## config.mk

```make
export PLATFORM = sky130hd
export DESIGN_NAME = packet_buffer_streamer_flat
export DESIGN_NICKNAME = d
export VERILOG_FILES = /design/src/rtl/packet_buffer_streamer_pkg.sv /design/src/rtl/packet_buffer_streamer_if.sv /design/src/rtl/packet_buffer_streamer_fifo.sv /design/src/rtl/packet_buffer_streamer.sv /design/src/flat_wrapper.sv
export SDC_FILE = /design/constraint.sdc
export NUM_CORES = 1
export LEC_CHECK = 0
export CAP_MARGIN = 20
export CORE_ASPECT_RATIO = 0.5
export CORE_UTILIZATION = 30
export CTS_CLUSTER_DIAMETER = 60
export DETAILED_ROUTE_END_ITERATION = 8
export SLEW_MARGIN = 20
export SYNTH_ARGS = -nofsm -noshare
export SYNTH_HDL_FRONTEND = slang
export SYNTH_SLANG_ARGS = --single-unit
```

## constraint.sdc

```tcl
create_clock -name clk -period 8.9 [get_ports clk]
set_input_delay 1.335 -clock clk [delete_from_list [all_inputs] [get_ports clk]]
set_output_delay 1.335 -clock clk [all_outputs]
set_load 0.01 [all_outputs]
```

## src/rtl/packet_buffer_streamer_pkg.sv

```systemverilog
// Shared constants, clog2 helper and FSM state encoding for the packet buffer streamer.
// Default buffer geometry lives here so the RAM driver and the streamer agree on it.
package packet_buffer_streamer_pkg;

  localparam int BYTE_LEN                   = 8;
  localparam int PACKET_BUFFER_SIZE         = 64;
  localparam int PACKET_BUFFER_READ_LATENCY = 2;

  function automatic int clog2(input int value);
    int r;
    r = 0;
    for (int i = 0; i < 31; i++) begin
      if ((1 << i) < value) r = i + 1;
    end
    return r;
  endfunction

  typedef enum logic [1:0] {
    ST_IDLE  = 2'd0,
    ST_FETCH = 2'd1,
    ST_DRAIN = 2'd2
  } stream_state_e;

endpackage

```

## src/rtl/packet_buffer_streamer_if.sv

```systemverilog
// RAM read port plus outgoing byte stream of the streamer.
// master = streamer side, slave = RAM driver / downstream side.
interface packet_buffer_streamer_if
  import packet_buffer_streamer_pkg::*;
#(
  parameter int AW     = clog2(PACKET_BUFFER_SIZE),
  parameter int BYTE_W = BYTE_LEN
);

  logic              read_req;
  logic [AW-1:0]     read_addr;
  logic              read_ready;
  logic [BYTE_W-1:0] read_in;

  logic              out_valid;
  logic              out_ready;
  logic [BYTE_W-1:0] out_data;
  logic              out_last;

  modport master (
    output read_req, read_addr,
    input  read_ready, read_in,
    output out_valid, out_data, out_last,
    input  out_ready
  );

  modport slave (
    input  read_req, read_addr,
    output read_ready, read_in,
    input  out_valid, out_data, out_last,
    output out_ready
  );

endinterface

```

## src/rtl/packet_buffer_streamer_fifo.sv

```systemverilog
// byte_stream_fifo: synchronous first-word fall-through FIFO with occupancy count.
// Depth need not be a power of two; the head reads as zero while empty.
module byte_stream_fifo
  import packet_buffer_streamer_pkg::*;
#(
  parameter int W     = BYTE_LEN + 1,
  parameter int DEPTH = PACKET_BUFFER_READ_LATENCY + 2,
  parameter int CW    = clog2(DEPTH + 1)
) (
  input  logic          clk,
  input  logic          reset,
  input  logic          flush,
  input  logic          wr_en,
  input  logic [W-1:0]  wr_data,
  input  logic          rd_en,
  output logic [W-1:0]  rd_data,
  output logic          valid,
  output logic [CW-1:0] count
);

  localparam int PW = (DEPTH > 1) ? clog2(DEPTH) : 1;

  logic [W-1:0]  mem [DEPTH];
  logic [PW-1:0] wr_ptr;
  logic [PW-1:0] rd_ptr;
  logic          do_wr;
  logic          do_rd;

  function automatic logic [PW-1:0] ptr_inc(input logic [PW-1:0] p);
    return (p == PW'(DEPTH - 1)) ? '0 : p + PW'(1);
  endfunction

  assign valid   = (count != '0);
  assign do_rd   = rd_en && valid;
  assign do_wr   = wr_en && (count != CW'(DEPTH));
  assign rd_data = valid ? mem[rd_ptr] : '0;

  always_ff @(posedge clk) begin
    if (do_wr) mem[wr_ptr] <= wr_data;
  end

  always_ff @(posedge clk) begin
    if (!reset || flush) begin
      wr_ptr <= '0;
      rd_ptr <= '0;
      count  <= '0;
    end else begin
      if (do_wr) wr_ptr <= ptr_inc(wr_ptr);
      if (do_rd) rd_ptr <= ptr_inc(rd_ptr);
      count <= count + CW'(do_wr) - CW'(do_rd);
    end
  end

endmodule

```

## src/rtl/packet_buffer_streamer.sv

```systemverilog
// Read-side sequencer: fetches `length` bytes from the packet buffer RAM and streams them out.
// Optional feature: define PACKET_STREAMER_ABORT_EN to add the `abort` input.
module packet_buffer_streamer
  import packet_buffer_streamer_pkg::*;
#(
  parameter int  RAM_SIZE     = PACKET_BUFFER_SIZE,
  parameter int  READ_LATENCY = PACKET_BUFFER_READ_LATENCY,
  parameter int  FIFO_DEPTH   = READ_LATENCY + 2,
  localparam int AW           = clog2(RAM_SIZE)
) (
  input  logic          clk,
  input  logic          reset,
  input  logic          start,
  input  logic [AW-1:0] start_addr,
  input  logic [AW:0]   length,
  output logic          busy,
  output logic          done,
`ifdef PACKET_STREAMER_ABORT_EN
  input  logic          abort,
`endif
  packet_buffer_streamer_if.master bus
);

  localparam int          CW      = clog2(FIFO_DEPTH + 1);
  localparam logic [CW:0] DEPTH_C = (CW + 1)'(FIFO_DEPTH);

  stream_state_e     state_q;
  stream_state_e     state_d;
  logic [AW-1:0]     addr_q;
  logic [AW:0]       req_left_q;
  logic [AW:0]       wr_left_q;
  logic [CW-1:0]     inflight_q;
  logic [CW-1:0]     fifo_count;
  logic [BYTE_LEN:0] fifo_head;
  logic              fifo_valid;
  logic              done_q;
  logic              start_ok;
  logic              can_issue;
  logic              ret_ok;
  logic              wr_en;
  logic              pop;
  logic              final_hs;
  logic              abort_now;
  logic              aborting;

`ifdef PACKET_STREAMER_ABORT_EN
  logic aborting_q;
  assign abort_now = abort && (state_q != ST_IDLE) && !aborting_q;
  assign aborting  = aborting_q || abort_now;
`else
  assign abort_now = 1'b0;
  assign aborting  = 1'b0;
`endif

  assign start_ok  = start && (state_q == ST_IDLE);
  // Requests in flight plus bytes held never exceed the FIFO, so a return always has a slot.
  assign can_issue = ({1'b0, inflight_q} + {1'b0, fifo_count}) < DEPTH_C;

  assign bus.read_req  = (state_q == ST_FETCH) && !aborting && can_issue;
  assign bus.read_addr = addr_q;

  // Returns with nothing outstanding (stale after reset, or while idle) are dropped.
  assign ret_ok   = bus.read_ready && (state_q != ST_IDLE) && (inflight_q != '0);
  assign wr_en    = ret_ok && !aborting;
  assign pop      = bus.out_valid && bus.out_ready;
  assign final_hs = pop && bus.out_last;

  assign busy = (state_q != ST_IDLE);
  assign done = done_q;

  always_comb begin
    state_d = state_q;
    case (state_q)
      ST_IDLE:  if (start_ok && (length != '0)) state_d = ST_FETCH;
      ST_FETCH: if (bus.read_req && (req_left_q == (AW + 1)'(1))) state_d = ST_DRAIN;
      ST_DRAIN: if (final_hs) state_d = ST_IDLE;
      default:  state_d = ST_IDLE;
    endcase
`ifdef PACKET_STREAMER_ABORT_EN
    if (aborting_q && (inflight_q == '0)) state_d = ST_IDLE;
`endif
  end

  always_ff @(posedge clk) begin
    if (!reset) begin
      state_q    <= ST_IDLE;
      addr_q     <= '0;
      req_left_q <= '0;
      wr_left_q  <= '0;
      inflight_q <= '0;
      done_q     <= 1'b0;
    end else begin
      state_q    <= state_d;
      inflight_q <= inflight_q + CW'(bus.read_req) - CW'(ret_ok);
      done_q     <= (start_ok && (length == '0)) || (final_hs && !aborting);
      if (start_ok) begin
        addr_q     <= start_addr;
        req_left_q <= length;
        wr_left_q  <= length;
      end else begin
        if (bus.read_req) begin
          addr_q     <= (addr_q == AW'(RAM_SIZE - 1)) ? '0 : addr_q + AW'(1);
          req_left_q <= req_left_q - (AW + 1)'(1);
        end
        if (wr_en) wr_left_q <= wr_left_q - (AW + 1)'(1);
      end
    end
  end

`ifdef PACKET_STREAMER_ABORT_EN
  always_ff @(posedge clk) begin
    if (!reset) aborting_q <= 1'b0;
    else        aborting_q <= aborting && (state_d != ST_IDLE);
  end
`endif

  // Return stage -> output FIFO; the byte tagged last is the length-th one written.
  byte_stream_fifo #(
    .W     (BYTE_LEN + 1),
    .DEPTH (FIFO_DEPTH),
    .CW    (CW)
  ) u_fifo (
    .clk     (clk),
    .reset   (reset),
    .flush   (abort_now),
    .wr_en   (wr_en),
    .wr_data ({(wr_left_q == (AW + 1)'(1)), bus.read_in}),
    .rd_en   (pop),
    .rd_data (fifo_head),
    .valid   (fifo_valid),
    .count   (fifo_count)
  );

  assign bus.out_valid = fifo_valid;
  assign bus.out_data  = fifo_head[BYTE_LEN-1:0];
  assign bus.out_last  = fifo_head[BYTE_LEN];

endmodule

```

## src/flat_wrapper.sv

```systemverilog
// flat-port wrapper written by rule: the top's interface ports become plain ports
module packet_buffer_streamer_flat import packet_buffer_streamer_pkg::*;
#(
  parameter int  RAM_SIZE     = PACKET_BUFFER_SIZE,
  parameter int  READ_LATENCY = PACKET_BUFFER_READ_LATENCY,
  parameter int  FIFO_DEPTH   = READ_LATENCY + 2,
  localparam int AW           = clog2(RAM_SIZE)
)
  (clk, reset, start, start_addr, length, busy, done, bus_read_req, bus_read_addr, bus_read_ready, bus_read_in, bus_out_valid, bus_out_data, bus_out_last, bus_out_ready);
  packet_buffer_streamer_if #(.AW((clog2(RAM_SIZE))), .BYTE_W(BYTE_LEN)) bus_i ();
  input  logic clk;
  input  logic reset;
  input  logic start;
  input  logic [AW-1:0] start_addr;
  input  logic [AW:0] length;
  output logic busy;
  output logic done;
  output wire logic [$bits(bus_i.read_req)-1:0] bus_read_req;
  output wire logic [$bits(bus_i.read_addr)-1:0] bus_read_addr;
  input wire logic [$bits(bus_i.read_ready)-1:0] bus_read_ready;
  input wire logic [$bits(bus_i.read_in)-1:0] bus_read_in;
  output wire logic [$bits(bus_i.out_valid)-1:0] bus_out_valid;
  output wire logic [$bits(bus_i.out_data)-1:0] bus_out_data;
  output wire logic [$bits(bus_i.out_last)-1:0] bus_out_last;
  input wire logic [$bits(bus_i.out_ready)-1:0] bus_out_ready;
  assign bus_read_req = bus_i.read_req;
  assign bus_read_addr = bus_i.read_addr;
  assign bus_i.read_ready = bus_read_ready;
  assign bus_i.read_in = bus_read_in;
  assign bus_out_valid = bus_i.out_valid;
  assign bus_out_data = bus_i.out_data;
  assign bus_out_last = bus_i.out_last;
  assign bus_i.out_ready = bus_out_ready;
  packet_buffer_streamer #(.RAM_SIZE(RAM_SIZE), .READ_LATENCY(READ_LATENCY), .FIFO_DEPTH(FIFO_DEPTH)) u_core (.clk(clk), .reset(reset), .start(start), .start_addr(start_addr), .length(length), .busy(busy), .done(done), .bus(bus_i));
endmodule
```

# Word-level counts from Yosys, hierarchy flattened
# Memories as Yosys holds them, arrays and structs flattened. A register that Yosys moved wholly into a read port is not among the register bits.
# Cells that the tools add are included.
dict set report totals {
  regBits 33
  latchBits 0
  ramBits 36
  mem_bits_ro 0
  word_cells 71
  n_memories 1
}
# memory words word_bits rd rd_clocked_by_memory_dff write_ports line
set memory_table {}
lappend memory_table {u_core.u_fifo.mem 4 9 1 1 1 packet_buffer_streamer_fifo.sv:23} ;# logic [W-1:0] mem [DEPTH];
dict set report classes {
  add_sub_neg 10
  mul 0
  n_div 0
  n_lt_le_gt_ge 1
  n_eq_ne 11
  shift 0
  muxes 18
  n_bitwise 0
  reduce_logical 21
}
# cell count
set op_table {}
lappend op_table {{7-bit two-way mux} 4}
lappend op_table {{6-bit two-way mux} 3}
lappend op_table {{7-bit by 1-bit == test with 1-bit output (second input constant)} 2}
lappend op_table {{2-bit two-way mux} 7}
lappend op_table {{7-bit by 1-bit subtractor with 7-bit output (second input constant)} 2}
lappend op_table {{1-bit logical AND} 11}
lappend op_table {{9-bit two-way mux} 1}
lappend op_table {{7-bit zero test} 1}
lappend op_table {{7-bit nonzero test} 1}
lappend op_table {{3-bit by 1-bit adder with 3-bit output} 2}
lappend op_table {{6-bit by 1-bit adder with 6-bit output (second input constant)} 1}
lappend op_table {{2-bit == test (second input constant)} 3}
lappend op_table {{6-bit == test (second input constant)} 1}
lappend op_table {{2-bit one-hot mux with 3 select lines} 1}
lappend op_table {{2-bit nonzero test} 3}
lappend op_table {{3-bit nonzero test} 2}
lappend op_table {{3-bit by 1-bit subtractor with 3-bit output} 2}
lappend op_table {{2-bit by 1-bit adder with 2-bit output (second input constant)} 2}
lappend op_table {{3-bit by 3-bit adder with 4-bit output} 1}
lappend op_table {{4-bit by 3-bit < comparator with 1-bit output (second input constant)} 1}
lappend op_table {{2-bit inequality test (second input constant)} 2}
lappend op_table {{3-bit inequality test (second input constant)} 1}
lappend op_table {{3-bit AND reduction} 1}
lappend op_table {{2-bit by 1-bit == test with 1-bit output (second input constant)} 1}
lappend op_table {{other kinds (4)} 5}

# Depth between registers and ports, before layout
# Gate-level depths: netlist of the first run.
dict set report depth {
  ltp_word 6
  mapped_depth 12
  depth_no_buf 10
}

# Modules after synthesis
# From an unflattened synthesis of the first run, not the netlist that was laid out.
dict set report hier_totals {
  hier_cells 291
  hier_area_um2 3340.7
}
# mod instances cells_each area_per_inst_um2
set modules_own_cells {}
lappend modules_own_cells {byte_stream_fifo 1 107 1833.0}
lappend modules_own_cells {packet_buffer_streamer 1 184 1507.7}

# Worst setup path after synthesis of the first run
# No wires, ideal clock.
dict set report synth_timing {
  path_kind {in2reg}
  startpoint {input bus_read_ready}
  endpoint {register u_core.u_fifo.count[2]}
  t_arrival_ns 3.287
  setup_slack_ns 5.485
  cell_stages 10
  n_path_buf 0
  cell_sequence {o21ai_0 > a211oi_1 > inv_1 > ha_1 > inv_1 > ha_1 > fa_1 > xnor2_1 > xnor2_1 > nor2_1}
}
dict set report synth_between {
  elab_chain_cells 5
}
# item line
set synth_lines {}
lappend synth_lines {{start: declaration} flat_wrapper.sv:20} ;# input wire logic [$bits(bus_i.read_ready)-1:0] bus_read_ready;
lappend synth_lines {{1-bit logical AND (2 in series)} packet_buffer_streamer.sv:63} ;# assign ret_ok = bus.read_ready && (state_q != ST_IDLE) && (inflight_q != '0);
lappend synth_lines {{1-bit logical AND} packet_buffer_streamer_fifo.sv:35} ;# assign do_wr = wr_en && (count != CW'(DEPTH));
lappend synth_lines {{3-bit by 1-bit adder with 3-bit output} packet_buffer_streamer_fifo.sv:50} ;# count <= count + CW'(do_wr) - CW'(do_rd);
lappend synth_lines {{3-bit by 1-bit subtractor with 3-bit output} packet_buffer_streamer_fifo.sv:50}
lappend synth_lines {{end signal: assignment} packet_buffer_streamer_fifo.sv:50}
lappend synth_lines {{end: declaration} packet_buffer_streamer_fifo.sv:18} ;# output logic [CW-1:0] count
# No other way between the ends.
# A chain may end at the register's enable or synchronous reset.

# Worst setup path in the final report of the first run
dict set report layout_timing {
  startpoint {register u_core.u_fifo.count[2]}
  endpoint {output bus_read_req}
}
dict set report layout_between {
  elab_chain_cells 3
}
# item line
set layout_lines {}
lappend layout_lines {{3-bit by 3-bit adder with 4-bit output} packet_buffer_streamer.sv:57} ;# assign can_issue = ({1'b0, inflight_q} + {1'b0, fifo_count}) < DEPTH_C;
lappend layout_lines {{4-bit by 3-bit < comparator with 1-bit output} packet_buffer_streamer.sv:57}
lappend layout_lines {{1-bit logical AND} packet_buffer_streamer.sv:59} ;# assign bus.read_req = (state_q == ST_FETCH) && !aborting && can_issue;
lappend layout_lines {{end: declaration} flat_wrapper.sv:18} ;# output wire logic [$bits(bus_i.read_req)-1:0] bus_read_req;
# No other way between the ends.

==> reports/metrics.yaml, run 1 <==
cts_made_buffers: 9
tns_ns: 0
cts-root-buf: "clkbuf_16"
met2WireLength_um: 3140
worst_slew_pin_slew_ns: 1.08
start_kind: "register"
synth_most_common_cell: "edfxtp_1"
clk_latency_ns: 0.33
status: "finished clean"
hold_viol_final: 0
via_per_inst: 4.93
rsz0062_at_grt: "false"
wl_um: 7090
multi_input_area_um2: 1420
hpwl_um: 4870
cts_tree: "done"
timing.fmax_mhz: 245
num_vias: 2368
highest_layer: "met4"
ys_top_cells_by_area: "edfxtp_1 (32%), dfxtp_1 (21%), mux4_2 (6.1%)"
timing.rr.start: "u_core.u_fifo.count[2]"
crit_required_ns: 7.57
path_buf_inv: 2
crit_chain: "ha_1 > or4b_4 > or3_4 > clkinv_1 > clkdlybuf4s50_1"
total_power_mw: 1.10
n_fill_cell: 1019
yosys-top-cells-count: "edfxtp_1 (36), dfxtp_1 (35), and2_1 (22), inv_1 (22), nand2_1 (18)"
critPathTopFamily: "simple AND/OR/NAND/NOR gates"
path_max_fanout: 11
slowest_stage: "clkdlybuf4s50_1"
maxCapViolCount: 0
grt_pass1_wl_um: 11500
boundaryPins: 45
ys_dominant_reg_cell: "edfxtp_1"
dp.cells: 465
min_period_ns: 4.08
syn_area_per_cell_um2: 11.4
hp-start: "u_core.u_fifo.rd_ptr[1]"
first_pass_iters: 4
yosysSeqAreaShare_pct: 53.3
power_per_cell_area_nw_per_um2: 261
grt_max_degree: 21
drtIter0Drc: 81
core_area_um2: 10500
post-route-util_pct: 40.3
timing.critical_path.from: "u_core.u_fifo.count[2]"
slew_violations: 0
ctsResizeCount: 0
place_congestion: 0.776
slew-limit-headroom_pct: 27.7
area_growth_pct: 26.5
antennaDiodeCount: 0
arrival_ns: 2.74
setup_viol: 0
synth_edf_count: 36
clk_pin_slew_ns: 0.06
final_cells: 480
yosys.area.top_type: "edfxtp_1"
overflow: 0
synth_cells: 292
vdd_ir_drop_max_v: 0.000126
yosysWarnings: 0
synth_cell_types: 46
postRouteAntennaNets: 0
async_flop_share_pct: 0
synth_area_um2: 3340
ctsHoldBuffers: 0
hold_slack_ns: 0.487
wl_per_cell_um: 14.8
p_leak_nw: 1.51
synthesis.nets: 336
crit_type: "register to output port"
cts_max_level: 3
layout.nets: 380
final_area_um2: 4230
fp.dieH_um: 76.6
ys_ff_latch: 71
clk_path_buf_depth: 2
post_dp_cell_area_um2: 3920
place_ws_ns: 4.71
drc: 0
antenna_found_initial: 0
min_path_type: "register to register"
seqCellArea_um2: 1780
met3_length_um: 443
dieArea_um2: 11600
io_buffers: 44
clock_skew_ns: 0.00475
drive_gt1_share_pct: 9.41
worst_slack_ns: 4.82
synth_top_area_share_pct: 32.3
min_period_over_period_pct: 45.8
end_kind: "output port"
initial_utilization_pct: 31.8
grtUsageTotal_pct: 13.5
post_cts_buffers: 0
std_cell_rows: 26
cts.sinks: 71
max_stage_delay_ns: 0.57
die_x_um: 151
met1_length_um: 3410
grt_pass1_vias: 2272
placed cells by master, fill, tap and decap left out, types with 4 or more instances in the layout:
master and count:
edfxtp_1 36, inv_1 22, o31a_1 6, a32oi_1 6
a31oi_1 6, o21ai_0 9, nor3_1 7, xnor2_1 4
nand2_1 18, nor2_1 14, o21a_1 4, a21oi_1 15
clkbuf_16 9, nand3_1 6, clkdlybuf4s50_1 44, and2_1 22
dfxtp_1 35, and3_1 4, ha_1 16, mux4_2 9
layer usage:
layer | vias up | track usage, %
met5 | - | 0
met3 | 8 | 5.51
met4 | 0 | 4.50
met2 | 62 | 20.4
met1 | 1137 | 17.4
li1 | 1161 | -
report_power, final:
part,switching [mW],total (mW),internal (mW)
Clock,0.134,0.377,0.243
Combinational,0.145,0.309,0.164
Sequential,0.0386,0.417,0.378
Total,0.318,1.10,0.785
cell families after synthesis:
family | after synthesis | synth area share, %
AO/OA/AOI/OAI | 60 | 12.1
XOR/XNOR | 4 | 1.05
adder cells (fa/ha/maj) | 18 | 7.19
buffers and inverters | 36 | 4.27
flip-flops | 71 | 53.3
multiplexers | 12 | 6.96
AND/OR/NAND/NOR | 91 | 15.1
worst paths after layout:
check                          to  slack, ns  cells past startpoint
max reg2reg  u_core.inflight_q[2]       5.76                     10
max                  bus_read_req       4.82                      5
min reg2reg              register       0.49                      2
min                      register       0.49                      2
flip-flops by register name, summed over array words and instances, names as in the netlist, named ones only:
signal                flops
u_core.state_q            2
u_core.done               1
u_core.bus.read_addr      6
u_core.u_fifo.wr_ptr      2
u_core.u_fifo.rd_ptr      2
u_core.u_fifo.count       3
u_core.wr_left_q          7
u_core.inflight_q         3
u_core.u_fifo.mem        36
u_core.req_left_q         7
cell type report:
| cell class | count | area share (%) |
|---|---|---|
| multi-input cells | 185 | 33.7 |
| clock buffers | 9 | 5.32 |
| repair buffers | 45 | 10.6 |
| flip-flops and latches | 71 | 42.1 |
| clock inverters | 6 | 2.04 |
| well taps | 140 | 4.14 |
| inverters | 24 | 2.13 |
worst min-delay path: stages (launching register included):
cell and delay (ns):
dfxtp_1 0.31, nand2_1 0.05, a21oi_1 0.07
(Power assumes the default switching activity.)
==> run 2: changes to the inputs <==
- clock period: 8.9 -> 3.4 ns (I/O delays scaled with it)
==> run 2 against run 1 <==
Net effect:
- hold slack better by 0.0038 ns
- power rose to 2.5 times the previous value
- largest cell class unchanged
- via count down 0.46%
- flip-flop and latch count unchanged
- register-to-register slack worse by 5.4 ns
- count of clock-buffer cells in the layout unchanged
==> reports/metrics.yaml, run 2 (synthesized netlist as in run 1, its figures left out) <==
status: "finished clean"
via_per_inst: 4.86  # -1.5%
worst_slack_ns: 0.177  # -4.64 ns
area_growth_pct: 26.3
cts_tree: "done"
drc: 0  # unchanged
r2r_cells: 10  # unchanged
postRouteAntennaNets: 0  # unchanged
largest_register: "u_core.u_fifo.mem"
place_congestion: 0.792  # +2.2%
cts_made_buffers: 9  # unchanged
grt_pass1_wl_um: 11100  # -3.6%
rsz0062_at_grt: "false"
crit_required_ns: 2.89  # -4.68 ns
clock_skew_ns: 0.00896  # +0.00421 ns
std_cell_rows: 26  # unchanged
largestRegisters: "u_core.u_fifo.mem x36, u_core.req_left_q x7, u_core.wr_left_q x7"
n_fill_cell: 1014  # -0.49%
timing.fmax_mhz: 310
antenna_found_initial: 0  # unchanged
initial_utilization_pct: 31.8  # unchanged
boundaryPins: 45  # unchanged
first_pass_iters: 4  # unchanged
grt_pass1_vias: 2152  # -5.3%
grtUsageTotal_pct: 12.7  # -0.82 points
power_per_cell_area_nw_per_um2: 654  # +150%
min_period_ns: 3.22
overflow: 0  # unchanged
dieArea_um2: 11600  # unchanged
wl_um: 6840  # -3.5%
start_kind: "register"
min_path_type: "register to register"
ctsHoldBuffers: 0  # unchanged
seqCellArea_um2: 1780  # unchanged
tns_ns: 0  # unchanged
cts.sinks: 71  # unchanged
crit_type: "register to output port"
crit_chain: "ha_1 > or4b_4 > or3_4 > clkinv_1 > clkdlybuf4s50_1"
path_depth: 5  # unchanged
slew_violations: 0  # unchanged
clk_pin_slew_ns: 0.06  # about the same
fp.dieH_um: 76.6  # unchanged
post_dp_cell_area_um2: 3950  # +0.77%
hold_slack_ns: 0.491  # +0.00384 ns
antennaDiodeCount: 0  # unchanged
core_area_um2: 10500  # unchanged
post_cts_buffers: 0  # unchanged
wl_per_cell_um: 14.1  # -4.5%
ctsResizeCount: 0  # unchanged
cts-root-buf: "clkbuf_16"
cts_max_level: 3  # unchanged
clk_latency_ns: 0.34  # about the same
clk_path_buf_depth: 2  # unchanged
grt_max_degree: 21  # unchanged
p_leak_nw: 1.51  # -0.10%
multi_input_area_um2: 1420  # unchanged
layout.nets: 384  # +1.1%
max_stage_delay_ns: 0.56  # about the same
vdd_ir_drop_max_v: 0.000258  # +110%
maxCapViolCount: 0  # unchanged
final_area_um2: 4220  # -0.15%
die_x_um: 151  # unchanged
arrival_ns: 2.71  # -0.03 ns
setup_viol: 0  # unchanged
holdPathStages: 2  # unchanged
min_period_over_period_pct: 94.8
timing.rr.start: "u_core.u_fifo.count[2]"
regToRegSetupSlack_ns: 0.35  # -5.41 ns
drive_gt1_share_pct: 10.4  # +1.0 points
layout_common_cells: "clkdlybuf4s50_1 (44), edfxtp_1 (36), dfxtp_1 (35)"
io_buffers: 44  # unchanged
drtIter0Drc: 165  # +100%
num_vias: 2357  # -0.46%
worst_r2r_endpoint: "u_core.inflight_q[2]"
layout_commonest_cell: "clkdlybuf4s50_1"
critPathTopFamily: "simple AND/OR/NAND/NOR gates"
slowest_stage: "clkdlybuf4s50_1"
path_buf_inv: 2  # unchanged
end_kind: "output port"
hpwl_um: 4760  # -2.2%
hp-start: "u_core.u_fifo.rd_ptr[0]"
slew-limit-headroom_pct: 57.5  # +30 points
hold_viol_final: 0  # unchanged
place_ws_ns: 0.347  # -4.37 ns
largest_reg_flops: 36  # unchanged
path_max_fanout: 11  # unchanged
worst_slew_pin_slew_ns: 0.636  # -0.444 ns
-- run 2: how the worst max path moves through the flow --
stage                            from              endpoint  slack (ns)
2_1_floorplan  u_core.u_fifo.count[2]  u_core.inflight_q[2]        0.41
3_3_place_gp   u_core.u_fifo.count[2]  u_core.inflight_q[2]        0.38
3_5_place_dp   u_core.u_fifo.count[2]  u_core.inflight_q[2]        0.35
4_1_cts        u_core.u_fifo.count[2]          bus_read_req        0.17
5_1_grt        u_core.u_fifo.count[2]          bus_read_req         0.1
6_report       u_core.u_fifo.count[2]          bus_read_req        0.18
-- run 2: where the power goes --
| group | total, mW | internal, mW | switching [mW] |
|---|---|---|---|
| clock | 0.857 | 0.493 | 0.364 |
| sequential | 1.09 | 0.990 | 0.101 |
| combinational | 0.814 | 0.433 | 0.381 |
-- run 2: layer usage --
layer	wire [µm]	vias up	global-route usage, %
met5	0	-	0
met4	97	0	4.50
met3	448	9	4.31
met2	2830	59	17.5
met1	3460	1116	18.1
li1	-	1173	-
-- run 2: cell type report --
type                       instances  share of cell area [%]
clock inverter                     7                    1.18
timing repair buffer              49                    11.3
clock buffer                       9                    5.33
multi-input combinational        185                    33.7
tap                              140                    4.15
inverter                          24                    2.13
sequential                        71                    42.2
-- run 2: stage by stage --
stage | total power [mW] | instances | utilization [%]
3_3_place_gp | 1.93 | 469 | 37.6
3_5_place_dp | 1.93 | 469 | 37.6
4_1_cts | 2.79 | 485 | 40.2
6_report | 2.76 | 485 | 40.2
5_1_grt | 2.94 | 485 | 40.2
2_1_floorplan | 1.62 | 292 | -
-- run 2: worst min-delay path, delay by kind of cell, from the launching register on --
kind | cells | cell delay [ns]
flops | 1 | 0.32
compound gates | 1 | 0.07
simple gates | 1 | 0.05
